--- config.mk ---
export PLATFORM = sky130hd
export DESIGN_NAME = activate_loader
export DESIGN_NICKNAME = d
export VERILOG_FILES = /design/src/rtl/act_pkg.sv /design/src/rtl/act_addr_gen.sv /design/src/rtl/activate_loader.sv
export SDC_FILE = /design/constraint.sdc
export NUM_CORES = 1
export LEC_CHECK = 0
export CAP_MARGIN = 10
export CELL_PAD_IN_SITES_DETAIL_PLACEMENT = 0
export CELL_PAD_IN_SITES_GLOBAL_PLACEMENT = 2
export CORE_ASPECT_RATIO = 1.4
export CORE_MARGIN = 2
export CORE_UTILIZATION = 35
export CTS_CLUSTER_SIZE = 20
export DETAILED_ROUTE_END_ITERATION = 8
export PLACE_DENSITY = 0.78
export SYNTH_ARGS = -nofsm -noshare
export SYNTH_HDL_FRONTEND = slang
export SYNTH_SLANG_ARGS = --single-unit
--- constraint.sdc ---
create_clock -name clk -period 4.15 [get_ports clk]
set_input_delay 0.6225 -clock clk [delete_from_list [all_inputs] [get_ports clk]]
set_output_delay 0.6225 -clock clk [all_outputs]
set_load 0.005 [all_outputs]
--- src/rtl/act_pkg.sv ---
// Shared definitions for the activation loader: FSM state encoding, default
// configuration and helpers for derived constants and counter widths.
package act_pkg;

  typedef enum logic [1:0] {
    IDLE   = 2'd0,
    FETCH  = 2'd1,
    DRAIN  = 2'd2,
    COMMIT = 2'd3
  } act_state_t;

  localparam int DEF_DATA_W = 8;
  localparam int DEF_ADDR_W = 16;
  localparam int DEF_K      = 3;
  localparam int DEF_IMG_W  = 28;
  localparam int DEF_IMG_H  = 28;
  localparam int DEF_STRIDE = 1;

  // Elements in one KxK window (WIN_ELEMS).
  function automatic int win_elems(input int k);
    return k * k;
  endfunction

  // Largest legal window origin along one axis (COL_LIMIT / ROW_LIMIT).
  function automatic int pos_limit(input int extent, input int k);
    return extent - k;
  endfunction

  // Bits needed to count 0..n-1, never less than one.
  function automatic int cnt_w(input int n);
    return (n <= 1) ? 1 : $clog2(n);
  endfunction

endpackage

--- src/rtl/act_addr_gen.sv ---
// Address generator for the activation loader: window origin (row/col),
// intra-window read counters (r/c), BRAM address and shadow slot of each read.
// All row/column scaling is done with constant increments, no multiplier.
module act_addr_gen
  import act_pkg::*;
#(
  parameter int ADDR_W = DEF_ADDR_W,
  parameter int K      = DEF_K,
  parameter int IMG_W  = DEF_IMG_W,
  parameter int IMG_H  = DEF_IMG_H,
  parameter int STRIDE = DEF_STRIDE
) (
  input  logic                          clk,
  input  logic                          rst,
  input  logic                          start,
  input  logic                          reuse,
  input  logic                          issue,
  input  logic                          advance,
  input  logic [ADDR_W-1:0]             img_base_addr,
  output logic [ADDR_W-1:0]             mem_addr,
  output logic [cnt_w(K*K)-1:0]         slot,
  output logic                          last_issue,
  output logic                          frame_end,
  output logic                          col_zero
);

  localparam int COL_LIMIT = pos_limit(IMG_W, K);
  localparam int ROW_LIMIT = pos_limit(IMG_H, K);
  localparam int COL_W     = cnt_w(IMG_W);
  localparam int ROW_W     = cnt_w(IMG_H);
  localparam int RC_W      = cnt_w(K);
  localparam int SLOT_W    = cnt_w(win_elems(K));
  localparam logic [RC_W-1:0] C_LAST  = RC_W'(K - 1);
  localparam logic [RC_W-1:0] C_REUSE = RC_W'(K - STRIDE);

  logic [ADDR_W-1:0] base_reg;
  logic [ADDR_W-1:0] row_off_reg;   // row * IMG_W
  logic [ADDR_W-1:0] r_off_reg;     // r * IMG_W
  logic [ROW_W-1:0]  row_reg;
  logic [COL_W-1:0]  col_reg;
  logic [RC_W-1:0]   r_reg;
  logic [RC_W-1:0]   c_reg;
  logic [RC_W-1:0]   c_first_reg;   // first column of each row in this load
  logic [SLOT_W-1:0] slot_reg;
  logic              col_wrap;
  logic              row_wrap;
  logic              at_origin;

  assign col_wrap   = (int'(col_reg) + STRIDE) > COL_LIMIT;
  assign row_wrap   = (int'(row_reg) + STRIDE) > ROW_LIMIT;
  assign at_origin  = (row_reg == '0) && (col_reg == '0);
  assign col_zero   = (col_reg == '0);
  assign frame_end  = col_wrap && row_wrap;
  assign last_issue = (r_reg == C_LAST) && (c_reg == C_LAST);
  assign slot       = slot_reg;
  assign mem_addr   = base_reg + row_off_reg + ADDR_W'(col_reg) + r_off_reg + ADDR_W'(c_reg);

  // Window origin: step right by STRIDE, wrap to next row band, wrap to frame start.
  always_ff @(posedge clk) begin
    if (rst) begin
      row_reg     <= '0;
      col_reg     <= '0;
      row_off_reg <= '0;
    end else if (advance) begin
      if (col_wrap) begin
        col_reg <= '0;
        if (row_wrap) begin
          row_reg     <= '0;
          row_off_reg <= '0;
        end else begin
          row_reg     <= row_reg + ROW_W'(STRIDE);
          row_off_reg <= row_off_reg + ADDR_W'(STRIDE * IMG_W);
        end
      end else begin
        col_reg <= col_reg + COL_W'(STRIDE);
      end
    end
  end

  // Intra-window raster counters; base is captured only for the frame's first window.
  always_ff @(posedge clk) begin
    if (rst) begin
      base_reg    <= '0;
      r_reg       <= '0;
      c_reg       <= '0;
      c_first_reg <= '0;
      r_off_reg   <= '0;
      slot_reg    <= '0;
    end else if (start) begin
      if (at_origin) begin
        base_reg <= img_base_addr;
      end
      r_reg       <= '0;
      r_off_reg   <= '0;
      c_reg       <= reuse ? C_REUSE : '0;
      c_first_reg <= reuse ? C_REUSE : '0;
      slot_reg    <= reuse ? SLOT_W'(K - STRIDE) : '0;
    end else if (issue) begin
      if (c_reg == C_LAST) begin
        c_reg     <= c_first_reg;
        r_reg     <= r_reg + RC_W'(1);
        r_off_reg <= r_off_reg + ADDR_W'(IMG_W);
        slot_reg  <= slot_reg + SLOT_W'(1) + SLOT_W'(c_first_reg);
      end else begin
        c_reg    <= c_reg + RC_W'(1);
        slot_reg <= slot_reg + SLOT_W'(1);
      end
    end
  end

endmodule

--- src/rtl/activate_loader.sv ---
// Activation fetch stage: on start_load, reads the next KxK window from BRAM
// into a shadow buffer and commits it to a frozen output window.
// Optional macro ACT_COLUMN_REUSE_EN: windows with col != 0 shift the shadow
// left by STRIDE columns and fetch only the K*STRIDE new elements.
module activate_loader
  import act_pkg::*;
#(
  parameter int DATA_W = DEF_DATA_W,
  parameter int ADDR_W = DEF_ADDR_W,
  parameter int K      = DEF_K,
  parameter int IMG_W  = DEF_IMG_W,
  parameter int IMG_H  = DEF_IMG_H,
  parameter int STRIDE = DEF_STRIDE
) (
  input  logic                     clk,
  input  logic                     rst,
  input  logic                     start_load,
  input  logic [ADDR_W-1:0]        img_base_addr,
  output logic                     mem_rd_en,
  output logic [ADDR_W-1:0]        mem_addr,
  input  logic [DATA_W-1:0]        mem_rdata,
  output logic [K*K*DATA_W-1:0]    window_data,
  output logic                     activate_ready,
  output logic                     frame_last,
  output logic                     busy,
  output logic                     overrun
);

  localparam int WIN_ELEMS = win_elems(K);
  localparam int SLOT_W    = cnt_w(WIN_ELEMS);

  act_state_t        state_reg, state_next;
  logic              start_acc;
  logic              reuse;
  logic              last_issue;
  logic              frame_end;
  logic              col_zero;
  logic [SLOT_W-1:0] slot;
  logic              rd_pending_reg;
  logic [SLOT_W-1:0] rd_slot_reg;
  logic              overrun_reg;
  logic [DATA_W-1:0] shadow_reg [WIN_ELEMS];
  logic [DATA_W-1:0] window_reg [WIN_ELEMS];

  assign start_acc = (state_reg == IDLE) && start_load;
  assign overrun   = overrun_reg;

`ifdef ACT_COLUMN_REUSE_EN
  assign reuse = !col_zero;
`else
  assign reuse = col_zero & 1'b0;
`endif

  act_addr_gen #(
    .ADDR_W (ADDR_W),
    .K      (K),
    .IMG_W  (IMG_W),
    .IMG_H  (IMG_H),
    .STRIDE (STRIDE)
  ) u_addr_gen (
    .clk           (clk),
    .rst           (rst),
    .start         (start_acc),
    .reuse         (reuse),
    .issue         (state_reg == FETCH),
    .advance       (state_reg == COMMIT),
    .img_base_addr (img_base_addr),
    .mem_addr      (mem_addr),
    .slot          (slot),
    .last_issue    (last_issue),
    .frame_end     (frame_end),
    .col_zero      (col_zero)
  );

  // State register; reset aborts any load in flight.
  always_ff @(posedge clk) begin
    if (rst) begin
      state_reg <= IDLE;
    end else begin
      state_reg <= state_next;
    end
  end

  // Next state and handshake outputs.
  always_comb begin
    state_next     = state_reg;
    mem_rd_en      = 1'b0;
    busy           = 1'b0;
    activate_ready = 1'b0;
    frame_last     = 1'b0;
    unique case (state_reg)
      IDLE: begin
        if (start_load) state_next = FETCH;
      end
      FETCH: begin
        mem_rd_en = 1'b1;
        busy      = 1'b1;
        if (last_issue) state_next = DRAIN;
      end
      DRAIN: begin
        busy       = 1'b1;
        state_next = COMMIT;
      end
      COMMIT: begin
        activate_ready = 1'b1;
        frame_last     = frame_end;
        state_next     = IDLE;
      end
      default: state_next = IDLE;
    endcase
  end

  // Track which shadow slot the datum returning next cycle belongs to.
  always_ff @(posedge clk) begin
    if (rst) begin
      rd_pending_reg <= 1'b0;
      rd_slot_reg    <= '0;
    end else begin
      rd_pending_reg <= (state_reg == FETCH);
      rd_slot_reg    <= slot;
    end
  end

  // Sticky flag for requests that arrive while a load (incl. its commit) is underway.
  always_ff @(posedge clk) begin
    if (rst) begin
      overrun_reg <= 1'b0;
    end else if (start_load && (state_reg != IDLE)) begin
      overrun_reg <= 1'b1;
    end
  end

  genvar gi;
  generate
    for (gi = 0; gi < WIN_ELEMS; gi++) begin : g_elem
`ifdef ACT_COLUMN_REUSE_EN
      localparam int SRC = ((gi % K) < (K - STRIDE)) ? gi + STRIDE : gi;
`endif
      // Per-slot shadow capture and commit; the final datum goes straight into the
      // output window so it is complete in the activate_ready cycle.
      always_ff @(posedge clk) begin
        if (rst) begin
          shadow_reg[gi] <= '0;
          window_reg[gi] <= '0;
        end else begin
          if (rd_pending_reg && (rd_slot_reg == SLOT_W'(gi))) begin
            shadow_reg[gi] <= mem_rdata;
`ifdef ACT_COLUMN_REUSE_EN
          end else if (start_acc && reuse) begin
            shadow_reg[gi] <= shadow_reg[SRC];
`endif
          end
          if (state_reg == DRAIN) begin
            window_reg[gi] <= (rd_pending_reg && (rd_slot_reg == SLOT_W'(gi))) ?
                              mem_rdata : shadow_reg[gi];
          end
        end
      end
      assign window_data[gi*DATA_W +: DATA_W] = window_reg[gi];
    end
  endgenerate

endmodule

# Yosys cells after proc, flatten, opt, wreduce, memory -nomap -nowiden
# Memories as Yosys holds them, arrays and structs flattened.
# Cells that the tools add are included.
[classes]
n_addsub = 13
magnitude_cmp = 2
eq_ne = 15
mux = 70
bitwise_logic = 18
n_reduce_logical = 25
[op_table]
columns = ["cell", "count"]
rows = [
  ["$mux 8", 27],
  ["$gt 32x6->1 const B", 2],
  ["$mux 1", 36],
  ["$add 16x16->16", 2],
  ["$add 16x5->16 const B", 2],
  ["$or 1x1->1", 18],
  ["$add 16x2->16", 1],
  ["$add 16x5->16", 1],
  ["$eq 4x3->1 const B", 4],
  ["$mux 16", 1],
  ["$logic_and 1x1->1", 14],
  ["$add 5x1->6 const B", 2],
  ["$add 5x1->5 const B", 2],
  ["$logic_not 5->1", 2],
  ["$mux 5", 2],
  ["$eq 2x2->1 const B", 4],
  ["$eq 4x2->1 const B", 2],
  ["$pmux 2 s4", 1],
  ["$reduce_and 2->1", 4],
  ["$mux 2", 3],
  ["$add 2x1->2 const B", 2],
  ["$add 4x1->4 const B", 1],
  ["$eq 4x1->1 const B", 1],
  ["$eq 4x4->1 const B", 1],
  ["other kinds (6)", 8],
]
[totals]
register_bits = 74
mem_bits_rw = 144
word_cells = 157
memories = 2
[mem_list]
columns = ["memory", "depth", "word_bits", "read_ports", "rd_clocked_by_memory_dff", "wr", "line", "source"]
rows = [
  ["shadow_reg", 9, 8, 9, 0, 9, "activate_loader.sv:42", "logic [DATA_W-1:0] shadow_reg [WIN_ELEMS];"],
  ["window_reg", 9, 8, 9, 0, 9, "activate_loader.sv:43", "logic [DATA_W-1:0] window_reg [WIN_ELEMS];"],
]

# Depth between registers and ports, before layout
# Gate-level depths: netlist (run 1).
[depth]
ltp_word = 6
ltp_mapped = 12
ltp_nobuf = 12

# Cells and area by module
# A second synthesis (run 1) with hierarchy kept.
[unflattened]
cells_unflattened = 939
hier_area_um2 = 10652.7
[modules_own_cells]
columns = ["module", "n_inst", "cells_each", "area_per_inst_um2", "seq_area_each_um2"]
rows = [
  ["activate_loader", 1, 470, 6497.5, 4484.3],
  ["act_addr_gen", 1, 469, 4155.2, 1261.2],
]

# Least setup slack after synthesis (run 1)
# No wires, ideal clock.
[synth_path]
path_type = "register to output"
startpoint = "register u_addr_gen.col_reg[2]"
endpoint = "output port mem_addr[11]"
arrival_ns = 3.194
slack_ns = 0.333
path_stages_with_launch = 12
n_path_buf = 0
cell_sequence = "dfxtp_1 > inv_1 > fa_1 > fa_1 > inv_1 > fa_1 > a211oi_1 > o21ai_0 > a31o_2 > a21o_1 > a21oi_1 > xnor2_1"
[synth_via]
elab_chain_cells = 3
[synth_lines]
columns = ["item", "line", "source"]
rows = [
  ["from (decl)", "act_addr_gen.sv:40", "logic [COL_W-1:0] col_reg;"],
  ["from (signal assigned)", "act_addr_gen.sv:75", "col_reg <= col_reg + COL_W'(STRIDE);"],
  ["$add 16x5->16", "act_addr_gen.sv:56", "assign mem_addr = base_reg + row_off_reg + ADDR_W'(col_reg) + r_off_reg + ADDR_W'(c_reg);"],
  ["$add 16x16->16", "act_addr_gen.sv:56", ""],
  ["$add 16x2->16", "act_addr_gen.sv:56", ""],
  ["to (decl)", "activate_loader.sv:20", "output logic [ADDR_W-1:0] mem_addr,"],
]
# Every way passes these cells.

# Final worst setup path (run 1)
[layout_path]
startpoint = "register u_addr_gen.row_off_reg[2]"
endpoint = "output port mem_addr[11]"
[layout_via]
elab_chain_cells = 4
[layout_lines]
columns = ["item", "line", "source"]
rows = [
  ["from (decl)", "act_addr_gen.sv:37", "logic [ADDR_W-1:0] row_off_reg;"],
  ["from (signal assigned)", "act_addr_gen.sv:72", "row_off_reg <= row_off_reg + ADDR_W'(STRIDE * IMG_W);"],
  ["$add 16x16->16", "act_addr_gen.sv:56", ""],
  ["$add 16x5->16", "act_addr_gen.sv:56", ""],
  ["$add 16x16->16", "act_addr_gen.sv:56", ""],
  ["$add 16x2->16", "act_addr_gen.sv:56", ""],
]
# Every way passes these cells.

==> results_dict.tcl, run 1 <==
set metrics [dict create \
    outcome "complete, no violations" \
    syn2layout_area_growth_pct 24.3 \
    yosys.area.top_type "edfxtp_1" \
    vias_per_cell 4.63 \
    diodes 0 \
    setup_violations 0 \
    final_util_pct 44.0 \
    core_area_mm2 0.0297 \
    dieArea_mm2 0.0315 \
    cts_num_sinks 214 \
    grt-ovfl-total 0 \
    cts_tree "yes" \
    cts_buffers 23 \
    wl_mm 22.8 \
    ant_nets 0 \
    fp.dieH_um 209 \
    power_density_mw_per_mm2 437 \
    synthFlopType "edfxtp_1" \
    drive_gt1_share_pct 10.8 \
    ys_ff_latch 214 \
    fin_crit_sh_pct 99.0 \
    grt_max_degree 67 \
    final_area_mm2 0.0131 \
    skew_ns 0.00943 \
    cp.required_ns 3.53 \
    synth_nets 1042 \
    synth_area_per_cell_um2 11.0 \
    hold_buffers 0 \
    route.detailed.drc 0 \
    drt_iter0_drc 299 \
    layout_min_cycle_time_ns 4.11 \
    htree_levels 1 \
    criticalPathCategory "flop to output pin" \
    hold_violations 0 \
    wire_per_inst_um 15.3 \
    synth_edf_count 144 \
    numPortBuffers 119 \
    min-delay-start "u_addr_gen.row_off_reg[3]$_SDFFE_PP0P_" \
    syn_area_mm2 0.0105 \
    ir_drop_v 0.000195 \
    netlist.area_leader.share_pct 41.1 \
    worstReg2RegStart "u_addr_gen.col_reg[0]$_SDFFE_PP0P_" \
    clock_latency_ns 0.50 \
    maxSlewHeadroom_pct 29.1 \
    synthArstFlopShare_pct 0 \
    cts.clk_slew.worst_paths_ns 0.07 \
    rsz0062_at_grt "yes" \
    start_util_pct 35.4 \
    grt_first_pass_wirelength_mm 37.6 \
    root_buffer "clkbuf_16" \
    setup_tns_ns 0 \
    startpoint_type "flop" \
    cts_max_path_buffers 3 \
    num_vias 6915 \
    r2r_cells 8 \
    synthCells 956 \
    total_power_mw 5.72 \
    min_path_type "flop to flop" \
    die-width_um 151 \
    power_leakage_nw 5.36 \
    fin_nets 1179 \
    firstDrtPassIters 5 \
    max_cap_viol_count 0 \
    yosysSeqAreaShare_pct 54.4 \
    worst_pin_slew_ns 1.06 \
    ioPinCount 120 \
    first_global_vias 7254 \
    yosysWarningCount 0 \
    endpoint_kind "output pin" \
    track_usage_pct 14.9 \
    critical_path_peak_fanout 2 \
    hpwl_mm 16.0 \
    slew_viol_final 0 \
    synth_area_leaders "edfxtp_1, dfxtp_1, mux2i_1" \
    timing.fmax_mhz 243 \
    row_count 75 \
    hold_path_depth 2 \
    place.gp.congestion 0.771 \
    startpoint "u_addr_gen.row_off_reg[2]$_SDFFE_PP0P_" \
    antenna_found_initial 0 \
    synth_cell_type_count 62 \
    dpl_cell_area_mm2 0.0123 \
    arrival_ns 3.49 \
]
==> final timing paths <==
check,endpoint,slack [ns]
setup / recovery,mem_addr[11],0.04
hold / removal,u_addr_gen.row_off_reg[3]$_SDFFE_PP0P_,0.47
setup reg to reg,u_addr_gen.row_off_reg[14]$_SDFFE_PP0P_,1.59
hold reg to reg,u_addr_gen.row_off_reg[3]$_SDFFE_PP0P_,0.47
==> per-stage QoR <==
| step | hold slack (ns) | setup WS, ns | instances |
|---|---|---|---|
| after floorplan | 0.441 | 0.333 | 956 |
| after global placement | 0.451 | -0.339 | 1450 |
| after detailed placement | 0.461 | -0.342 | 1450 |
| after CTS | 0.471 | 0.00377 | 1492 |
| after global routing | 0.484 | -0.121 | 1493 |
| final | 0.465 | 0.0399 | 1493 |
==> synth_stat cells (2+ instances only) <==
master	instances
o21ai_0	16
o21a_1	2
or4b_1	2
ha_1	41
o21bai_1	2
nor2_1	130
o31ai_1	2
or2_2	6
nor3b_1	3
xor2_1	7
nand2_1	50
nand3_1	23
buf_2	2
and2_1	69
nor4_1	3
nor3_1	13
or3_1	7
nand4_1	7
a211oi_1	6
mux2i_1	74
dfxtp_1	70
nand2b_1	10
a21o_1	5
buf_1	3
a31o_2	2
and3_1	8
edfxtp_1	144
and3b_1	2
xnor2_1	28
a21oi_1	49
inv_1	70
o221ai_1	2
clkbuf_1	39
nand4b_1	2
nand3b_1	4
a31oi_1	4
nor2b_1	7
fa_1	18
==> cell families (layout without fill, tap and decap cells) <==
family | after synthesis | after routing | share of synthesized area, %
fa+ha+maj | 59 | 59 | 8.30
flops | 214 | 214 | 54.4
buf+inv | 119 | 271 | 4.53
simple gates | 353 | 353 | 16.7
xor+xnor | 35 | 35 | 2.91
compound gates | 102 | 102 | 6.11
mux | 74 | 74 | 7.04
==> power breakdown <==
| part | internal, mW | switching (mW) |
|---|---|---|
| combinational | 0.588 | 0.588 |
| sequential | 2.57 | 0.0995 |
| clock | 1.07 | 0.804 |
==> area by class of cell <==
class,instances,area [µm²]
fillers,2787,16700
flip-flops and latches,214,5730
multi-input cells,623,4460
repair buffers,160,1480
clock buffers,28,594
well taps,385,482
inverters,71,267
clock inverters,12,77.6
==> worst max-delay path, cell delays in order, from the launching register on <==
cell and delay, ns:
dfxtp_2 0.33, inv_2 0.05, fa_1 0.49, fa_1 0.51, inv_2 0.05, fa_2 0.37
a211oi_4 0.25, o21ai_2 0.12, a31o_2 0.23, a21o_1 0.18, a21oi_2 0.14, xnor2_1 0.12
buf_2 0.13
==> per-layer routing <==
| metal | GRT usage (%) | vias to the layer above | share of wire [%] |
|---|---|---|---|
| met1 | 17.5 | 3216 | 41 |
| met2 | 28.1 | 130 | 54 |
| met3 | 2.29 | 28 | 4.2 |
| li1 | - | 3541 | - |
| met4 | 3.51 | 0 | 1.4 |
| met5 | 0 | - | 0 |
==> layout by cell type (no fill, tap or decap), types with 3 or more instances in the layout <==
cell	count
clkbuf_16	23
a21oi_1	47
and3_1	8
xor2_1	7
inv_2	4
nand2_1	49
nand2b_1	9
nand3_1	23
nor2_1	129
o21ai_0	12
nand4_1	7
or2_2	6
ha_1	38
edfxtp_1	144
fa_1	17
clkinv_1	8
nor2b_1	7
xnor2_1	27
nor3_1	13
clkbuf_1	5
a211oi_1	3
dfxtp_1	65
buf_6	3
buf_4	38
nor4_1	3
nand3b_1	4
buf_2	5
and2_1	69
clkbuf_2	3
mux2i_1	74
dfxtp_2	5
or3_1	7
a31oi_1	4
inv_1	67
clkdlybuf4s50_1	107
a21o_1	5
dlymetal6s2s_1	3
==> repair_timing <==
action                     4_1_cts  5_1_grt
resized for setup               48       20
buffers inserted                 3        1
pin swaps                       17        5
setup endpoints to repair       11       12
Power figures use the tool's default switching activity.
==> run 2: changes to the inputs <==
--- a/config.mk
+++ b/config.mk
@@ -6,14 +6,12 @@
 export NUM_CORES = 1
 export LEC_CHECK = 0
 export CAP_MARGIN = 10
-export CELL_PAD_IN_SITES_DETAIL_PLACEMENT = 0
-export CELL_PAD_IN_SITES_GLOBAL_PLACEMENT = 2
 export CORE_ASPECT_RATIO = 1.4
 export CORE_MARGIN = 2
 export CORE_UTILIZATION = 35
 export CTS_CLUSTER_SIZE = 20
 export DETAILED_ROUTE_END_ITERATION = 8
-export PLACE_DENSITY = 0.78
+export PLACE_DENSITY = 0.58
 export SYNTH_ARGS = -nofsm -noshare
 export SYNTH_HDL_FRONTEND = slang
 export SYNTH_SLANG_ARGS = --single-unit
==> constraint.sdc (replaced) <==
create_clock -name clk -period 3.75 [get_ports clk]
set_input_delay 0.5625 -clock clk [delete_from_list [all_inputs] [get_ports clk]]
set_output_delay 0.5625 -clock clk [all_outputs]
set_load 0.005 [all_outputs]
==> run 2 against run 1 <==
Against the previous run: the run now ends with negative setup slack left; clock skew up 0.0032 ns; clock power up 16%; critical path depth up 3; sequential share of layout area decreased by 1.2 points; non-clock buffer count up 42; register-to-register slack got worse by 1.5 ns; cell area is 2.8% higher; sequential power grew 11%; critical endpoint is now mem_addr[14]; largest cell class unchanged.
==> results_dict.tcl, run 2 (same netlist as run 1, synthesis figures left out) <==
set metrics [dict create \
    clock_latency_ns 0.50 \
    root_buffer "clkbuf_16" \
    fin_nets 1220 \
    layout_commonest_cell "edfxtp_1" \
    skew_ns 0.0126 \
    violations "negative setup slack" \
    row_count 75 \
    power_frac_clock_pct 33.5 \
    numPortBuffers 119 \
    ir_drop_v 0.000283 \
    rsz0062_at_grt "yes" \
    maxSlewHeadroom_pct 20.1 \
    drt_iter0_drc 372 \
    die-width_um 151 \
    num_vias 7233 \
    syn2layout_area_growth_pct 27.8 \
    core_area_mm2 0.0297 \
    setup_violations 10 \
    slew_viol_final 0 \
    min-delay-start "u_addr_gen.slot[3]$_SDFFE_PP0P_" \
    post-place-ws_ns -0.593 \
    final_cell_mix "edfxtp_1, nor2_1, clkdlybuf4s50_1, buf_4, mux2i_1" \
    first_global_vias 7263 \
    cp.required_ns 3.19 \
    switching_share_pct 25.8 \
    grt_max_degree 43 \
    vias_per_cell 4.71 \
    drive_gt1_share_pct 15.6 \
    cts.clk_slew.worst_paths_ns 0.07 \
    final_area_mm2 0.0134 \
    criticalPathCategory "flop to output pin" \
    grt_use_met2_pct 27.6 \
    p_seq_share_pct 45.9 \
    min_path_type "flop to flop" \
    startpoint_type "flop" \
    htree_levels 1 \
    cts_tree "yes" \
    cts_num_sinks 214 \
    outcome "finished with violations" \
    antenna_found_initial 0 \
    p_switching_mw 1.66 \
    startpoint "u_addr_gen.row_off_reg[2]$_SDFFE_PP0P_" \
    fp.dieH_um 209 \
    grt_use_met1_pct 16.4 \
    power_leakage_nw 5.55 \
    worst_pin_slew_ns 1.18 \
    timing.fmax_mhz 243 \
    wl_mm 22.7 \
    critical_path_peak_fanout 2 \
    diodes 0 \
    worstReg2RegStart "u_addr_gen.row_off_reg[2]$_SDFFE_PP0P_" \
    fin_crit_sh_pct 110 \
    power_density_mw_per_mm2 479 \
    route.detailed.drc 0 \
    combPwrFrac_pct 20.7 \
    hpwl_mm 16.1 \
    hold_violations 0 \
    endpoint_kind "output pin" \
    ioPinCount 120 \
    track_usage_pct 14.5 \
    grt-ovfl-total 0 \
    firstDrtPassIters 4 \
    wire_per_inst_um 14.8 \
    layout_min_cycle_time_ns 4.11 \
    intPower_mw 4.78 \
    met3_usage_pct 1.77 \
    arrival_ns 3.55 \
    grt_first_pass_wirelength_mm 36.4 \
    setup_ws_ns -0.360 \
    dpl_cell_area_mm2 0.0124 \
    cts_max_path_buffers 3 \
    top_usage_layer "met2" \
    hold_buffers 0 \
    fillers 2753 \
    dieArea_mm2 0.0315 \
    start_util_pct 35.4 \
    place.gp.congestion 0.797 \
    max_cap_viol_count 0 \
    ant_nets 0 \
    cts_buffers 22 \
]
[run 2: path summary, 6_finish.rpt]
| kind | end | slack [ns] | cells after the start |
|---|---|---|---|
| worst max-delay path | mem_addr[14] | -0.36 | 15 |
| worst min-delay path | rd_slot_reg[3]$_SDFF_PP0_ | 0.47 | 1 |
| worst max register to register | u_addr_gen.row_off_reg[14]$_SDFFE_PP0P_ | 0.09 | 24 |
| worst min register to register | rd_slot_reg[3]$_SDFF_PP0_ | 0.47 | 1 |
[run 2: cell type report]
class	instances	area (µm²)	area share [%]
flip-flops and latches	214	5730	42.6
multi-input cells	623	4470	33.2
repair buffers	202	1790	13.3
clock buffers	27	591	4.39
well taps	385	482	3.58
inverters	71	267	1.98
clock inverters	13	123	0.912
[run 2: worst max-delay path, cell delays in order, from the launching register on]
cell	delay (ns)
dfxtp_2	0.33
inv_2	0.04
fa_1	0.51
fa_1	0.55
inv_2	0.05
buf_6	0.11
ha_4	0.21
a211oi_2	0.26
nor2_2	0.08
o221ai_2	0.14
buf_4	0.15
buf_6	0.10
o221ai_2	0.09
a21oi_2	0.15
xnor2_1	0.12
buf_2	0.13
[run 2: power by group through the flow]
stage	logic [mW]	clock network (mW)	registers, mW
after global routing	1.49	2.32	2.98
after CTS	1.36	2.23	2.96
after floorplan	0.627	0	3.01
after detailed placement	1.36	0	3.01
after global placement	1.35	0	3.01
final	1.33	2.16	2.96
[run 2: metrics by stage]
step | total power, mW | utilization (%) | hold slack, ns | TNS [ns] | cells
after global routing | 6.79 | 45.2 | 0.490 | -3.62 | 1535
after floorplan | 3.64 | - | 0.441 | 0 | 956
after CTS | 6.55 | 45.0 | 0.477 | -2.74 | 1533
after global placement | 4.36 | 41.8 | 0.455 | -3.31 | 1469
final | 6.45 | 45.2 | 0.475 | -2.25 | 1535
after detailed placement | 4.38 | 41.8 | 0.465 | -3.43 | 1469
[run 2: metal layers]
metal  wire (µm)  vias up  share of wire, %
met1        9110     3395                40
met2       12200      163                54
met5           0        -                 0
met3         833       38               3.7
li1            -     3637                 -
met4         593        0               2.6
[run 2: what timing repair did]
item                       CTS  global route
setup endpoints to repair   13            18
resized for setup           72            17
pin swaps                   29            17
buffers inserted            25             6
